[src/rtl/cart_loader.sv]
// Cartridge download front end: streams bytes into the ROM buffer, measures the image,
// decodes the bank-switch scheme from the file extension and decides SuperChip enable.
module cart_loader #(
  parameter int unsigned ROM_AW      = 15,
  parameter int unsigned SC_MIN_SIZE = 8192
) (
  input  logic              clk,
  input  logic              reset_n,
  input  logic              ioctl_download,
  input  logic              ioctl_wr,
  input  logic [24:0]       ioctl_addr,
  input  logic [7:0]        ioctl_dout,
  input  logic [31:0]       ioctl_file_ext,
  input  logic [1:0]        sc_mode,
  output logic              rom_we,
  output logic [ROM_AW-1:0] rom_wa,
  output logic [7:0]        rom_wd,
  output logic [16:0]       rom_size,
  output logic [3:0]        force_bs,
  output logic              sc,
  output logic              busy,
  output logic              done
);

  typedef enum logic [1:0] {IDLE, LOAD, FINAL} state_t;

  state_t      state, state_n;
  logic        dl_q;
  logic        armed;
  logic [23:0] ext;
  logic        s_tag;
  logic        sc_ok;
  logic        first_wr;
  logic [24:0] prev_addr;
  logic [7:0]  ref_byte;

  logic        rise, fall, accept, in_rom;
  logic [25:0] addr_p1;
  logic [16:0] size_cand;
  logic [3:0]  bs_dec;
  logic        sc_dec;

  // armed stays low after reset until download is seen low, so a stream already
  // in progress at reset release cannot start a load.
  assign rise    = ioctl_download & ~dl_q & armed;
  assign fall    = ~ioctl_download & dl_q;
  assign accept  = (state == LOAD) && ioctl_wr && !rise;
  assign in_rom  = (ioctl_addr[24:ROM_AW] == '0);
  assign addr_p1 = {1'b0, ioctl_addr} + 26'd1;
  assign size_cand = (|addr_p1[25:17]) ? '1 : addr_p1[16:0];

  assign busy = (state == LOAD) || (state == FINAL);
  assign done = (state == FINAL);

  always_comb begin
    state_n = state;
    if (rise) begin
      state_n = LOAD;
    end else begin
      case (state)
        IDLE:    state_n = IDLE;
        LOAD:    if (fall) state_n = FINAL;
        FINAL:   state_n = IDLE;
        default: state_n = IDLE;
      endcase
    end
  end

  always_comb begin
    bs_dec = '0;
    case (ext)
      ".F8":   bs_dec = 4'd1;
      ".F6":   bs_dec = 4'd2;
      ".FE":   bs_dec = 4'd3;
      ".E0":   bs_dec = 4'd4;
      ".3F":   bs_dec = 4'd5;
      ".F4":   bs_dec = 4'd6;
      ".P2":   bs_dec = 4'd7;
      ".FA":   bs_dec = 4'd8;
      ".CV":   bs_dec = 4'd9;
      default: bs_dec = '0;
    endcase
  end

  always_comb begin
    sc_dec = 1'b0;
    case (sc_mode)
      2'd0:    sc_dec = s_tag | (sc_ok & (rom_size >= 17'(SC_MIN_SIZE)));
      2'd1:    sc_dec = 1'b0;
      default: sc_dec = 1'b1;
    endcase
  end

  always_ff @(posedge clk or negedge reset_n) begin
    if (!reset_n) begin
      state     <= IDLE;
      dl_q      <= 1'b0;
      armed     <= 1'b0;
      ext       <= '0;
      s_tag     <= 1'b0;
      sc_ok     <= 1'b0;
      first_wr  <= 1'b0;
      prev_addr <= '0;
      ref_byte  <= '0;
      rom_we    <= 1'b0;
      rom_wa    <= '0;
      rom_wd    <= '0;
      rom_size  <= '0;
      force_bs  <= '0;
      sc        <= 1'b0;
    end else begin
      state  <= state_n;
      dl_q   <= ioctl_download;
      armed  <= armed | ~ioctl_download;
      rom_we <= accept && in_rom;
      if (accept) begin
        rom_wa <= ioctl_addr[ROM_AW-1:0];
        rom_wd <= ioctl_dout;
      end

      if (rise) begin
        rom_size  <= '0;
        force_bs  <= '0;
        sc        <= 1'b0;
        sc_ok     <= 1'b1;
        first_wr  <= 1'b1;
        prev_addr <= '0;
        ref_byte  <= '0;
        ext       <= (ioctl_file_ext[23:16] == ".") ? ioctl_file_ext[23:0] : ioctl_file_ext[31:8];
        s_tag     <= (ioctl_file_ext[7:0] == "S");
      end else if (accept) begin
        if (size_cand > rom_size) rom_size <= size_cand;
        first_wr  <= 1'b0;
        prev_addr <= ioctl_addr;
        if (!first_wr && (ioctl_addr != prev_addr + 25'd1)) sc_ok <= 1'b0;
        // First 256 bytes of every 4 KB bank must repeat the bank's first byte.
        if (ioctl_addr[11:0] == 12'h000) begin
          ref_byte <= ioctl_dout;
        end else if ((ioctl_addr[11:8] == 4'h0) && (ioctl_dout != ref_byte)) begin
          sc_ok <= 1'b0;
        end
      end else if (state == FINAL) begin
        force_bs <= bs_dec;
        sc       <= sc_dec;
      end
    end
  end

endmodule

[config.mk]
export PLATFORM = sky130hd
export DESIGN_NAME = cart_loader
export DESIGN_NICKNAME = d
export VERILOG_FILES = /design/src/rtl/cart_loader.sv
export SDC_FILE = /design/constraint.sdc
export NUM_CORES = 1
export LEC_CHECK = 0
export ABC_AREA = 1
export BUFFER_PORTS_ARGS = -buffer_cell sky130_fd_sc_hd__buf_2
export CAP_MARGIN = 20
export CORE_MARGIN = 2
export CORE_UTILIZATION = 50
export CTS_BUF_LIST = sky130_fd_sc_hd__clkbuf_8
export CTS_CLUSTER_DIAMETER = 30
export DETAILED_ROUTE_END_ITERATION = 7
export GPL_ROUTABILITY_DRIVEN = 1
export PLACE_DENSITY = 0.83
export SETUP_SLACK_MARGIN = 0.5
export SLEW_MARGIN = 0
export SYNTH_ARGS = -nofsm -noshare
export SYNTH_HDL_FRONTEND = slang
export SYNTH_SLANG_ARGS = --single-unit
export TNS_END_PERCENT = 50
[constraint.sdc]
create_clock -name clk -period 5.7 [get_ports clk]
set_input_delay 1.14 -clock clk [delete_from_list [all_inputs] [get_ports clk]]
set_output_delay 1.14 -clock clk [all_outputs]
set_load 0.005 [all_outputs]
==> impl_metrics.toml <==
[run_status]
status = "finished clean"

[logic_synthesis]
ys_types = 37
synth_top_family_by_area = "simple AND/OR/NAND/NOR gates"
syn_inst = 958
synthAdderAreaFrac = 0.0400
synth_compound_area_frac = 0.0900
synth_fp_nets = 1051
synth_area_um2 = 6880
ys_ff_latch = 110
yosysWarnings = 0
synthMuxAreaShare = 0
synthSimpleGateAreaFrac = 0.318
seq_area_frac_synth = 0.400
synth.avg_cell_area_um2 = 7.18
synthXorXnorAreaFrac = 0.0636

[setup_path]
cp.required_ns = 5.99
arrival_ns = 4.96
cp_slowest_cell = "nor2_4"
r2r-start = "prev_addr[1]"
cp_max_fo = 21
worst_path_largest_cell_delay_ns = 0.39
path_class = "in2reg"
crit_top_cell = "nand2_1"
r2r_end = "sc_ok"
end_kind = "flip-flop"
critPathLaunchType = "primary input"
ff2ff_path_depth = 15
r2r_slack_ns = 3.13
crit_path_start = "ioctl_addr[0]"

[worst_hold_path]
hold_end = "rom_wd[5]"
min_from = "rom_wd[5]"
worstHoldPathCells = 2
min_path_type = "reg2reg"

[sta]
setup_ws_ns = 1.03
fin_crit_sh = 0.819
finalHoldViolCount = 0
fin_setup_tns_ns = 0
tightestPinTransition_ns = 0.851
max_freq_mhz = 214
maxSlewViolCount = 0
slew_headroom = 0.433
setup_violations = 0
skew_ns = 0.00998
fin_crit_ns = 4.67
rsz0062_at_grt = "no"
timing.hold.ws_ns = 0.471

[cells_and_area]
fin_util = 0.587
nFillCells = 1280
layout-drive-gt1-share = 0.153
nNetsFinal = 1164
syn2layout_area_growth_pct = 13.9
multi_input_area_um2 = 3530
ff_latch_area_um2 = 2750
num_antenna_cells = 0

[global_route]
grt_max_degree = 70
antenna_found_initial = 1
grt_overflow = 0
grt_pass1_wl_um = 28400
grt_pass1_vias = 6062
grt_usage = 0.243

[clock_tree]
cts_hold_buf = 0
cts_root_buf = "clkbuf_8"
clk_pin_slew_ns = 0.10
postCtsSetupBuffers = 0
cts_max_path_buffers = 2
clk_latency_ns = 0.39
cts_tree = "done"
numClockSinks = 110
htreeDepth = 3
ctsResizeCount = 0
cts_buffers = 9

[die]
io_pins = 119
die_width_um = 121
initial_core_util = 0.516
die-area_um2 = 14700
chipHeight_um = 121
rows = 42
core-area_um2 = 13300

[routing]
drc_errors = 0
viasPerCell = 5.25
drtIter0Drc = 405
ant_nets = 0
drt_wl_total_um = 17100
vias = 6571
drt-pass1-iter-count = 5
wire_per_inst_um = 13.7

[placement]
globalplace.congestion = 0.949
io_buffers = 118
post-place-ws_ns = 0.696
dpl.hpwl_um = 13200

[pwr]
p_per_area_nw_per_um2 = 234
fin_total_pwr_mw = 1.83
leakage_nw = 4.06
vdd_drop_max_mv = 0.150

[run]
max_cap_violations = 0
[metal layers]
metal | GRT usage | vias to the layer above | wire, um
li1 | - | 3286 | -
met2 | 0.393 | 203 | 7880
met1 | 0.330 | 3054 | 7850
met4 | 0.0726 | 2 | 281
met3 | 0.0498 | 26 | 1100
met5 | 0 | - | 11
[placed cells by master (no fill, tap or decap), drive strengths merged]
| cell type | synthesis | routed |
|---|---|---|
| nand2 | 301 | 301 |
| inv | 132 | 134 |
| buf | 6 | 125 |
| dfrtp | 110 | 110 |
| nor2 | 86 | 86 |
| nand3 | 61 | 61 |
| o21ai | 51 | 51 |
| a21oi | 35 | 35 |
| xnor2 | 26 | 26 |
| xor2 | 24 | 24 |
| nor3 | 22 | 22 |
| nand4 | 22 | 22 |
| ha | 22 | 22 |
| nor4 | 11 | 11 |
| clkbuf | 17 | 10 |
| o22ai | 7 | 7 |
| o211ai | 5 | 5 |
| o21bai | 4 | 4 |
| clkinv | 2 | 4 |
| or2 | 3 | 3 |
| a31oi | 3 | 3 |
| a22o | 3 | 3 |
| a22oi | 1 | 1 |
| o311ai | 1 | 1 |
| o31ai | 1 | 1 |
| o41ai | 1 | 1 |
| and2 | 1 | 1 |
| clkinvlp | 0 | 1 |
[report_power, final]
group	switching, mW	internal, mW	total (mW)	leakage [nW]
clock network	0.259	0.166	0.424	0.0907
logic	0.274	0.184	0.458	2.56
registers	0.0705	0.882	0.953	1.40
[synthesized netlist by cell type, drive strengths merged]
cell	count	area, um^2
nor2	86	374
o31ai	1	7.51
xor2	24	210
xnor2	26	228
buf	6	42.5
or2	3	18.8
a21oi	35	175
a31oi	3	18.8
nand3	61	310
o22ai	7	43.8
clkinv	2	7.51
nand4	22	138
a22o	3	26.3
clkbuf	17	63.8
inv	132	495
nor4	11	81.3
o211ai	5	37.5
o41ai	1	8.76
nand2	301	1150
o311ai	1	8.76
and2	1	6.26
ha	22	275
a22oi	1	7.51
dfrtp	110	2750
nor3	22	110
o21ai	51	255
o21bai	4	30.0
[sequential cells by signal (all words and copies together), names as in the netlist]
signal,flops
rom_we,1
rom_wd,8
prev_addr,25
rom_size,17
ref_byte,8
rom_wa,15
armed,1
state,2
dl_q,1
s_tag,1
first_wr,1
ext,24
sc_ok,1
sc,1
force_bs,4
[critical path: cells and delay by family]
| family | cells | cell delay (ns) |
|---|---|---|
| simple gates | 18 | 2.27 |
| buf+inv | 5 | 0.91 |
| fa+ha+maj | 2 | 0.48 |
| xor+xnor | 1 | 0.14 |
[how the worst max path moves through the flow]
stage                     cells after the start     endpoint  slack [ns]
final                                        26  rom_size[0]        1.03
after global routing                         26  rom_size[0]        0.58
after CTS                                    26  rom_size[0]        1.12
after detailed placement                     26  rom_size[0]        0.70
after global placement                       26  rom_size[0]        0.89
after floorplan                              23  rom_size[7]        1.44
[final cells by class]
cell class | instances | area share
timing repair buffer | 125 | 0.0849
clock inverter | 5 | 0.00367
multi-input combinational | 691 | 0.450
tap | 176 | 0.0281
clock buffer | 10 | 0.0176
inverter | 134 | 0.0642
sequential | 110 | 0.351
[cells by family after synthesis]
family	after synthesis
buffers and inverters	157
AND/OR/NAND/NOR	507
AO/OA/AOI/OAI	112
XOR/XNOR	50
flip-flops	110
adder cells (fa/ha/maj)	22
[through the flow]
step,instances,cell area (um^2)
CTS,1250,7810
finish,1251,7840
floorplan,958,6880
global placement,1235,7640
detailed placement,1235,7640
global route,1251,7840
No activity file was read; power rests on OpenSTA's default activity.
